--- src/rtl/pl_tb_pkg.sv ---
// Shared types and defaults for the parking-lot scoreboard: FSM states,
// event kinds and error codes.
package pl_tb_pkg;
  localparam int DEF_CNT_W  = 4;
  localparam int DEF_STAT_W = 8;
  localparam int TIMER_W    = 4;

  typedef enum logic [1:0] {ST_IDLE, ST_WAIT_DUT, ST_WAIT_EXP, ST_CHECK} state_t;
  typedef enum logic {EV_INC, EV_DEC} ev_kind_t;
  typedef enum logic [2:0] {
    ERR_NONE     = 3'd0,
    ERR_PROTO    = 3'd1,
    ERR_MISSING  = 3'd2,
    ERR_SPURIOUS = 3'd3,
    ERR_KIND     = 3'd4,
    ERR_OVERRUN  = 3'd5,
    ERR_COUNT    = 3'd6
  } err_code_t;

  // Number of error flags raised in one cycle; each one counts separately.
  function automatic logic [2:0] flag_sum(input logic [6:0] flags);
    logic [2:0] n;
    n = '0;
    for (int i = 0; i < 7; i++) n = n + {2'b00, flags[i]};
    return n;
  endfunction
endpackage

--- src/rtl/pl_ref_model.sv ---
// Reference occupancy of the lot: one step per matched event, holding or
// wrapping at the ends depending on SATURATE.
module pl_ref_model
  import pl_tb_pkg::*;
#(
  parameter int CNT_W    = DEF_CNT_W,
  parameter bit SATURATE = 1'b1
) (
  input  logic             clk,
  input  logic             reset,
  input  logic             apply,
  input  ev_kind_t         kind,
  output logic [CNT_W-1:0] count
);
  always_ff @(posedge clk) begin
    if (!reset) begin
      count <= '0;
    end else if (apply) begin
      if (kind == EV_INC) begin
        if (count == '1) count <= SATURATE ? count : '0;
        else             count <= count + 1'b1;
      end else begin
        if (count == '0) count <= SATURATE ? count : '1;
        else             count <= count - 1'b1;
      end
    end
  end
endmodule

--- src/rtl/pl_scoreboard.sv ---
// Matches expected-event strobes against DUT strobes within a latency window,
// checks the DUT count one cycle after each match and keeps error statistics.
module pl_scoreboard
  import pl_tb_pkg::*;
#(
  parameter int CNT_W    = DEF_CNT_W,
  parameter int WINDOW   = 4,
  parameter bit SATURATE = 1'b1,
  parameter int STAT_W   = DEF_STAT_W
) (
  input  logic              clk,
  input  logic              reset,
  input  logic              inc_exp,
  input  logic              dec_exp,
  input  logic              dut_inc,
  input  logic              dut_dec,
  input  logic [CNT_W-1:0]  dut_count,
  output logic [CNT_W-1:0]  exp_count,
  output logic [STAT_W-1:0] match_cnt,
  output logic [STAT_W-1:0] err_cnt,
  output logic              err_pulse,
  output logic [2:0]        err_code,
  output logic              error,
  output state_t            dbg_state
);
  localparam logic [TIMER_W-1:0] WIN = TIMER_W'(WINDOW);

  // Handshake: every strobe is a single-cycle event, sampled on the rising
  // edge; there is no back-pressure, so an event not accepted is an error.
  state_t              state, state_nxt;
  ev_kind_t            kind, kind_nxt, apply_kind, exp_kind, dut_kind;
  logic [TIMER_W-1:0]  timer, timer_nxt;
  logic                exp_ev, dut_ev, apply, chk_ok;
  logic                e_kind, e_over, e_miss, e_spur, e_cnt;
  logic [6:0]          err_flags;
  logic [2:0]          err_n;
  err_code_t           top_code;
  logic [STAT_W:0]     err_sum;

  assign exp_ev   = inc_exp ^ dec_exp;
  assign dut_ev   = dut_inc ^ dut_dec;
  assign exp_kind = dec_exp ? EV_DEC : EV_INC;
  assign dut_kind = dut_dec ? EV_DEC : EV_INC;
  assign dbg_state = state;

  always_comb begin
    state_nxt  = state;
    kind_nxt   = kind;
    timer_nxt  = timer;
    apply      = 1'b0;
    apply_kind = kind;
    chk_ok     = 1'b0;
    e_kind     = 1'b0;
    e_over     = 1'b0;
    e_miss     = 1'b0;
    e_spur     = 1'b0;
    e_cnt      = 1'b0;
    case (state)
      ST_IDLE, ST_CHECK: begin
        // CHECK also runs the idle rules so back-to-back cars are kept.
        if (state == ST_CHECK) begin
          if (dut_count != exp_count) e_cnt = 1'b1;
          else                        chk_ok = 1'b1;
          state_nxt = ST_IDLE;
        end
        if (exp_ev && dut_ev) begin
          if (exp_kind == dut_kind) begin
            apply      = 1'b1;
            apply_kind = exp_kind;
            state_nxt  = ST_CHECK;
          end else begin
            e_kind = 1'b1;
          end
        end else if (exp_ev) begin
          kind_nxt  = exp_kind;
          timer_nxt = '0;
          state_nxt = ST_WAIT_DUT;
        end else if (dut_ev) begin
          kind_nxt  = dut_kind;
          timer_nxt = '0;
          state_nxt = ST_WAIT_EXP;
        end
      end
      ST_WAIT_DUT: begin
        // timer+1 is the number of cycles since the pending event.
        timer_nxt = timer + 1'b1;
        if (dut_ev) begin
          if (dut_kind == kind) begin
            apply     = 1'b1;
            state_nxt = ST_CHECK;
          end else begin
            e_kind    = 1'b1;
            state_nxt = ST_IDLE;
          end
        end else if (exp_ev) begin
          e_over    = 1'b1;
          kind_nxt  = exp_kind;
          timer_nxt = '0;
        end else if (timer_nxt == WIN) begin
          e_miss    = 1'b1;
          state_nxt = ST_IDLE;
        end
      end
      ST_WAIT_EXP: begin
        timer_nxt = timer + 1'b1;
        if (exp_ev) begin
          if (exp_kind == kind) begin
            apply     = 1'b1;
            state_nxt = ST_CHECK;
          end else begin
            e_kind    = 1'b1;
            state_nxt = ST_IDLE;
          end
        end else if (dut_ev) begin
          e_over    = 1'b1;
          kind_nxt  = dut_kind;
          timer_nxt = '0;
        end else if (timer_nxt == WIN) begin
          e_spur    = 1'b1;
          state_nxt = ST_IDLE;
        end
      end
    endcase
  end

  assign err_flags = {e_cnt, e_over, e_kind, e_spur, e_miss,
                      dut_inc & dut_dec, inc_exp & dec_exp};
  assign err_n     = flag_sum(err_flags);
  assign err_sum   = {1'b0, err_cnt} + {{(STAT_W-2){1'b0}}, err_n};

  // Highest code wins when several errors land in the same cycle.
  always_comb begin
    if      (err_flags[6]) top_code = ERR_COUNT;
    else if (err_flags[5]) top_code = ERR_OVERRUN;
    else if (err_flags[4]) top_code = ERR_KIND;
    else if (err_flags[3]) top_code = ERR_SPURIOUS;
    else if (err_flags[2]) top_code = ERR_MISSING;
    else if (err_flags[1] || err_flags[0]) top_code = ERR_PROTO;
    else                   top_code = ERR_NONE;
  end

  always_ff @(posedge clk) begin
    if (!reset) begin
      state     <= ST_IDLE;
      kind      <= EV_INC;
      timer     <= '0;
      match_cnt <= '0;
      err_cnt   <= '0;
      err_pulse <= 1'b0;
      err_code  <= ERR_NONE;
      error     <= 1'b0;
    end else begin
      state     <= state_nxt;
      kind      <= kind_nxt;
      timer     <= timer_nxt;
      err_pulse <= (err_n != 3'd0);
      if (err_n != 3'd0) begin
        err_code <= top_code;
        error    <= 1'b1;
        err_cnt  <= err_sum[STAT_W] ? '1 : err_sum[STAT_W-1:0];
      end
      if (chk_ok && match_cnt != '1) match_cnt <= match_cnt + 1'b1;
    end
  end

  pl_ref_model #(
    .CNT_W    (CNT_W),
    .SATURATE (SATURATE)
  ) u_model (
    .clk   (clk),
    .reset (reset),
    .apply (apply),
    .kind  (apply_kind),
    .count (exp_count)
  );
endmodule

--- config.mk ---
export PLATFORM = sky130hd
export DESIGN_NAME = pl_scoreboard
export DESIGN_NICKNAME = d
export VERILOG_FILES = /design/src/rtl/pl_tb_pkg.sv /design/src/rtl/pl_ref_model.sv /design/src/rtl/pl_scoreboard.sv
export SDC_FILE = /design/constraint.sdc
export NUM_CORES = 1
export LEC_CHECK = 0
export CAP_MARGIN = 15
export CORE_MARGIN = 4
export CORE_UTILIZATION = 29
export CTS_CLUSTER_SIZE = 14
export DETAILED_ROUTE_END_ITERATION = 7
export PLACE_DENSITY = 0.56
export SYNTH_ARGS = -nofsm -noshare
export SYNTH_HDL_FRONTEND = slang
export SYNTH_SLANG_ARGS = --single-unit
--- constraint.sdc ---
create_clock -name clk -period 5.4 [get_ports clk]
set_input_delay 0.81 -clock clk [delete_from_list [all_inputs] [get_ports clk]]
set_output_delay 0.81 -clock clk [all_outputs]
set_load 0.005 [all_outputs]
Word level (Yosys, flattened, before mapping)

Cells that the tools add are included.

Memory bits (writable): 0
Output and inout port bits: 27
Memory bits (read-only): 0
Logic and storage cells: 129
Memories kept: 0
Latch bits: 0
Flip-flop bits (word level): 32

Reductions and logical operators: 11
Equality and inequality tests: 19
Divide/modulo/power cells: 0
Multiplexer cells: 75
Bitwise operators: 4
Multipliers: 0
$add $sub $neg: 11
Magnitude comparators: 0
Shifts and indexed selects: 0

Operators with widths:

| kind                | number |
|---|---|
| $mux 1              | 41 |
| $mux 4              | 10 |
| $mux 2              | 14 |
| $add 3x1->3         | 4 |
| $pmux 4 s3          | 1 |
| $ne 2x2->1 const B  | 5 |
| $add 8x3->9         | 1 |
| $mux 3              | 3 |
| $ne 3x3->1 const B  | 3 |
| $pmux 1 s3          | 3 |
| $add 4x1->4 const B | 2 |
| $add 8x1->8 const B | 1 |
| $mux 8              | 1 |
| $ne 8x8->1 const B  | 1 |
| $pmux 2 s3          | 1 |
| $eq 2x2->1 const B  | 2 |
| $eq 4x3->1 const B  | 1 |
| $eq 4x4->1 const B  | 1 |
| $logic_not 4->1     | 1 |
| $ne 4x4->1          | 1 |
| $reduce_and 2->1    | 2 |
| $reduce_and 4->1    | 1 |
| $sub 4x1->4 const B | 1 |
| $add 2x1->3         | 1 |
| 13 further kinds    | 18 |

Logic depth before layout (Yosys ltp)

Depth after elaboration: 13
Depth in mapped cells: 19
Depth with buffers taken out: 18

Modules after synthesis

From an unflattened synthesis, not the netlist that was laid out.

Cells, all modules: 254
Area total of the unflattened synthesis: 2,167.1 µm²

Modules (own cells, without submodules):

| module        | cells an instance | instances | area an instance (µm²) | seq. area each (µm²) |
|---|---|---|---|---|
| pl_scoreboard | 221               | 1         | 1,853.0                | 560.5 |
| pl_ref_model  | 33                | 1         | 314.1                  | 80.1 |

Worst setup path after synthesis

Ideal clock, no wire load.

Kind: input to register
From: in inc_exp
To: reg err_cnt[7]
Arrival time: 4.819 ns
Stages on the path: 15
Setup time: 0.086 ns
Slack: 0.496 ns
Cells stage by stage: ha_1 > clkbuf_1 > nand3b_2 > nand3b_1 > fa_1 > fa_1 > fa_1 > fa_1 > inv_1 > ha_1 > a21o_1 > a21oi_1 > nor3_1 > nor2b_1 > a211oi_1

Cells in the longest elaborated chain, start to end: 11

RTL lines:

| what                         | RTL line             | RTL |
|---|---|---|
| start: declaration           | pl_scoreboard.sv:13  | `input logic inc_exp,` |
| $xor 1x1->1                  | pl_scoreboard.sv:40  | `assign exp_ev = inc_exp ^ dec_exp;` |
| $mux 1                       | pl_scoreboard.sv:95  | `end else if (exp_ev) begin` |
| $mux 1                       | pl_scoreboard.sv:87  | `if (dut_ev) begin` |
| $mux 1                       | pl_scoreboard.sv:58  | `case (state)` |
| $add 2x1->3                  | pl_tb_pkg.sv:24      | `for (int i = 0; i < 7; i++) n = n + {2'b00, flags[i]};` |
| $add 3x1->3 (2 in a row)     | pl_tb_pkg.sv:24      |  |
| $add 3x1->3 (*) (2 in a row) | pl_tb_pkg.sv:24      |  |
| $add 8x3->9                  | pl_scoreboard.sv:129 | `assign err_sum = {1'b0, err_cnt} + {{(STAT_W-2){1'b0}}, err_n};` |
| $mux 8                       | pl_scoreboard.sv:160 | `err_cnt <= err_sum[STAT_W] ? '1 : err_sum[STAT_W-1:0];` |
| end signal: assignment       | pl_scoreboard.sv:160 |  |
| end: declaration             | pl_scoreboard.sv:20  | `output logic [STAT_W-1:0] err_cnt,` |

Every way passes the cells marked *; elsewhere a longest branch is shown, timed or not.
A chain may end at the register's enable or synchronous reset.

Worst setup path after layout

From: in dec_exp
To: reg err_cnt[7]

Cells in the longest elaborated chain, start to end: 11

RTL lines:

| what                         | RTL line             | RTL |
|---|---|---|
| start: declaration           | pl_scoreboard.sv:14  | `input logic dec_exp,` |
| $xor 1x1->1                  | pl_scoreboard.sv:40  |  |
| $mux 1                       | pl_scoreboard.sv:95  |  |
| $mux 1                       | pl_scoreboard.sv:87  |  |
| $mux 1                       | pl_scoreboard.sv:58  |  |
| $add 2x1->3                  | pl_tb_pkg.sv:24      |  |
| $add 3x1->3 (2 in a row)     | pl_tb_pkg.sv:24      |  |
| $add 3x1->3 (*) (2 in a row) | pl_tb_pkg.sv:24      |  |
| $add 8x3->9                  | pl_scoreboard.sv:129 |  |
| $mux 8                       | pl_scoreboard.sv:160 |  |

Marked as above.

==> results.py <==
metrics = {
    "cells_and_area": {
        "fillers": 764,
        "syn_to_final_growth_pct": 28.7,
        "final_cell_mix": "36 x clkdlybuf4s50_1, 32 x dfxtp_1, 23 x nor2_1",
        "finalInstanceArea_um2": 2760,
        "drive_above_1_share_pct": 7.97,
        "final_common_cell": "clkdlybuf4s50_1",
        "utilization_pct": 38.3,
        "stdcell_count": 400,
        "antenna-diode-count": 0,
        "nets": 332,
    },
    "timing": {
        "fin_tns_setup_ns": 0,
        "whs_ns": 0.498,
        "fin_crit_ns": 5.10,
        "drv_slew": 0,
        "worst_pin_slew_ns": 0.720,
        "slew-limit-headroom_pct": 51.7,
        "finClkSkew_ns": 0.00388,
        "finalHoldViolCount": 0,
        "fin_crit_sh_pct": 94.5,
        "worst_slack_ns": 0.296,
        "clock.fmax_mhz": 196,
        "finalSetupViolCount": 0,
        "rsz0062_at_grt": "false",
    },
    "synthesis": {
        "synth-seq-area-share_pct": 29.9,
        "synth_cell_type_count": 50,
        "synth_edf_count": 0,
        "synth_cells": 257,
        "synth_warnings": 0,
        "synthFlopType": "dfxtp_1",
        "ys_ff_latch": 32,
        "syn_area_um2": 2150,
        "async_flop_share_pct": 0,
        "avgSynthCellArea_um2": 8.35,
        "synth_fp_nets": 288,
    },
    "routing": {
        "vias": 1994,
        "drt_iter0_markers": 93,
        "routed_wl_um": 5110,
        "wl_per_cell_um": 12.8,
        "drtPass1Iterations": 4,
        "avgViaCountPerCell": 4.99,
        "drc": 0,
        "detail-route-antenna-nets": 0,
    },
    "setup_path": {
        "critical_path_cell_count": 17,
        "cp-start-kind": "input pin",
        "required_ns": 5.59,
        "cp_slowest_cell": "fa_1",
        "setup.worst_path.class": "in2reg",
        "reg2reg_slack_ns": 0.62,
        "cp.arrival_ns": 5.29,
        "crit_path_max_incr_delay_ns": 0.56,
        "cp.buffers_inverters": 3,
        "end_kind": "flip-flop",
        "crit_chain": "clkdlybuf4s50_1 > ha_1 > and3b_1 > a21oi_1 > nor2_2 > inv_1 > fa_1 > fa_1 > fa_1 > fa_1 > inv_1 > ha_1 > a21o_1 > a21oi_1 > nor3_1 > nor2b_1 > a211oi_1",
        "r2r-start": "dbg_state[0]",
        "reg2reg_to": "err_cnt[7]",
        "r2r_cells": 15,
        "path_max_fanout": 8,
        "cpLargestDelayFamily": "adder cells",
        "cpMostUsedCell": "fa_1",
    },
    "floorplan": {
        "die_x_um": 94.0,
        "io_pins": 37,
        "core_um2": 7210,
        "die_area_um2": 8840,
        "die_y_um": 94.0,
        "initial_core_util_pct": 29.7,
        "rows": 31,
    },
    "placed_design": {
        "hpwl_um": 3930,
        "dpl_cell_area_um2": 2660,
        "place_congestion": 0.864,
        "dpl_worst_slack_ns": -0.0403,
        "io_buffers": 36,
        "placed_cells": 393,
    },
    "power_and_ir_drop": {
        "irDropWorstVdd_mv": 0.0877,
        "power_mw": 0.822,
        "p_per_area_nw_per_um2": 298,
        "p_leak_nw": 1.02,
    },
    "global_routing": {
        "track_usage_pct": 12.3,
        "antenna_found_initial": 0,
        "grt_pass1_vias": 1942,
        "grt_start_max_net_pins": 26,
        "grt.overflow.total": 0,
        "grt_pass1_wl_um": 8720,
    },
    "clocking": {
        "cts_tree": "yes",
        "clock-sinks": 32,
        "clk_transition_reported_paths_ns": 0.06,
        "cts_buffer_depth": 2,
        "h-tree-depth": 2,
        "worstSkewPairLatency_ns": 0.28,
        "cts-buffers-inserted": 5,
        "post-cts-setup-buffer-count": 0,
        "cts-root-buf": "clkbuf_8",
    },
    "min_path": {
        "holdPathEnd": "err_code[0]",
        "hold_start": "err_code[0]",
        "hp-class": "reg2reg",
        "hold_depth": 2,
    },
    "run": {
        "cap_violations": 0,
    },
    "outcome": {
        "outcome": "finished clean",
    },
}
## cell usage after synthesis (all sizes together), types with 3 or more instances
cell	number	share of area [%]
nor2	25	4.4
nand2b	6	1.7
nor3	9	2.3
xnor2	17	6.9
o21ai	10	2.3
o32ai	3	1.6
dfxtp	32	30
fa	6	5.6
nand3b	3	1.2
clkbuf	5	0.87
xor2	3	1.2
a31oi	5	1.5
nand4	4	1.2
nand3	13	3.0
a21oi	18	4.2
a21o	4	1.4
and3b	3	1.2
ha	15	8.7
nand2	16	2.8
inv	18	3.1
nor2b	4	1.2
nor4	5	1.5
o22ai	3	0.87
## registers in the layout, indices dropped and copies added, names as in the netlist
name and count:
error 1, kind 1, timer 4, err_cnt 8, u_model.count 4, err_code 3
match_cnt 8, dbg_state 2, err_pulse 1
## repair_timing
item	CTS	global route
gates resized for setup	0	2
hold buffers	0	0
endpoints found under the setup margin	0	3
hold endpoints to repair	0	0
## routing by layer
metal,track usage (%),up-vias,part of all wire [%]
met3,3.69,9,5.8
met5,0,-,0
li1,-,1009,-
met4,3.85,0,1.3
met2,20.9,58,46
met1,14.9,918,47
## worst reg2reg max path, delay by kind of cell (launching register included)
family | cells | cell delay, ns
flip-flops | 1 | 0.40
adder cells (fa/ha/maj) | 6 | 2.74
AND/OR/NAND/NOR | 2 | 0.25
AO/OA/AOI/OAI | 4 | 0.94
buffers and inverters | 3 | 0.37
## final cells by class
cell class                 count  area, um2  share of cell area [%]
clock buffer                   7       96.3                    3.49
tap                           99        124                    4.48
timing repair buffer          44        420                    15.2
inverter                      19       71.3                    2.58
multi-input combinational    199       1410                    51.0
sequential                    32        641                    23.2
## logic make-up after synthesis
kind of cell               Yosys count  share of synthesized area [%]
buffers and inverters               26                           4.66
adders and majority gates           21                           14.3
xor gates and xnor gates            20                           8.16
DFF                                 32                           29.9
muxes                                1                          0.466
and+or+nand+nor                     98                           24.0
AOI/OAI and AO/OA                   59                           18.5
## worst max-delay path by stage
stage	start	endpoint
finish	dec_exp	err_cnt[7]
floorplan	inc_exp	err_cnt[7]
global route	dec_exp	err_cnt[7]
CTS	dec_exp	err_cnt[7]
detailed placement	dec_exp	err_cnt[7]
global placement	dec_exp	err_cnt[7]
## power breakdown
group | switching, mW | internal, mW | total, mW
Clock | 0.0857 | 0.113 | 0.199
Sequential | 0.0301 | 0.265 | 0.295
Combinational | 0.176 | 0.152 | 0.328
Note: power is estimated with default switching activity, not from simulation.
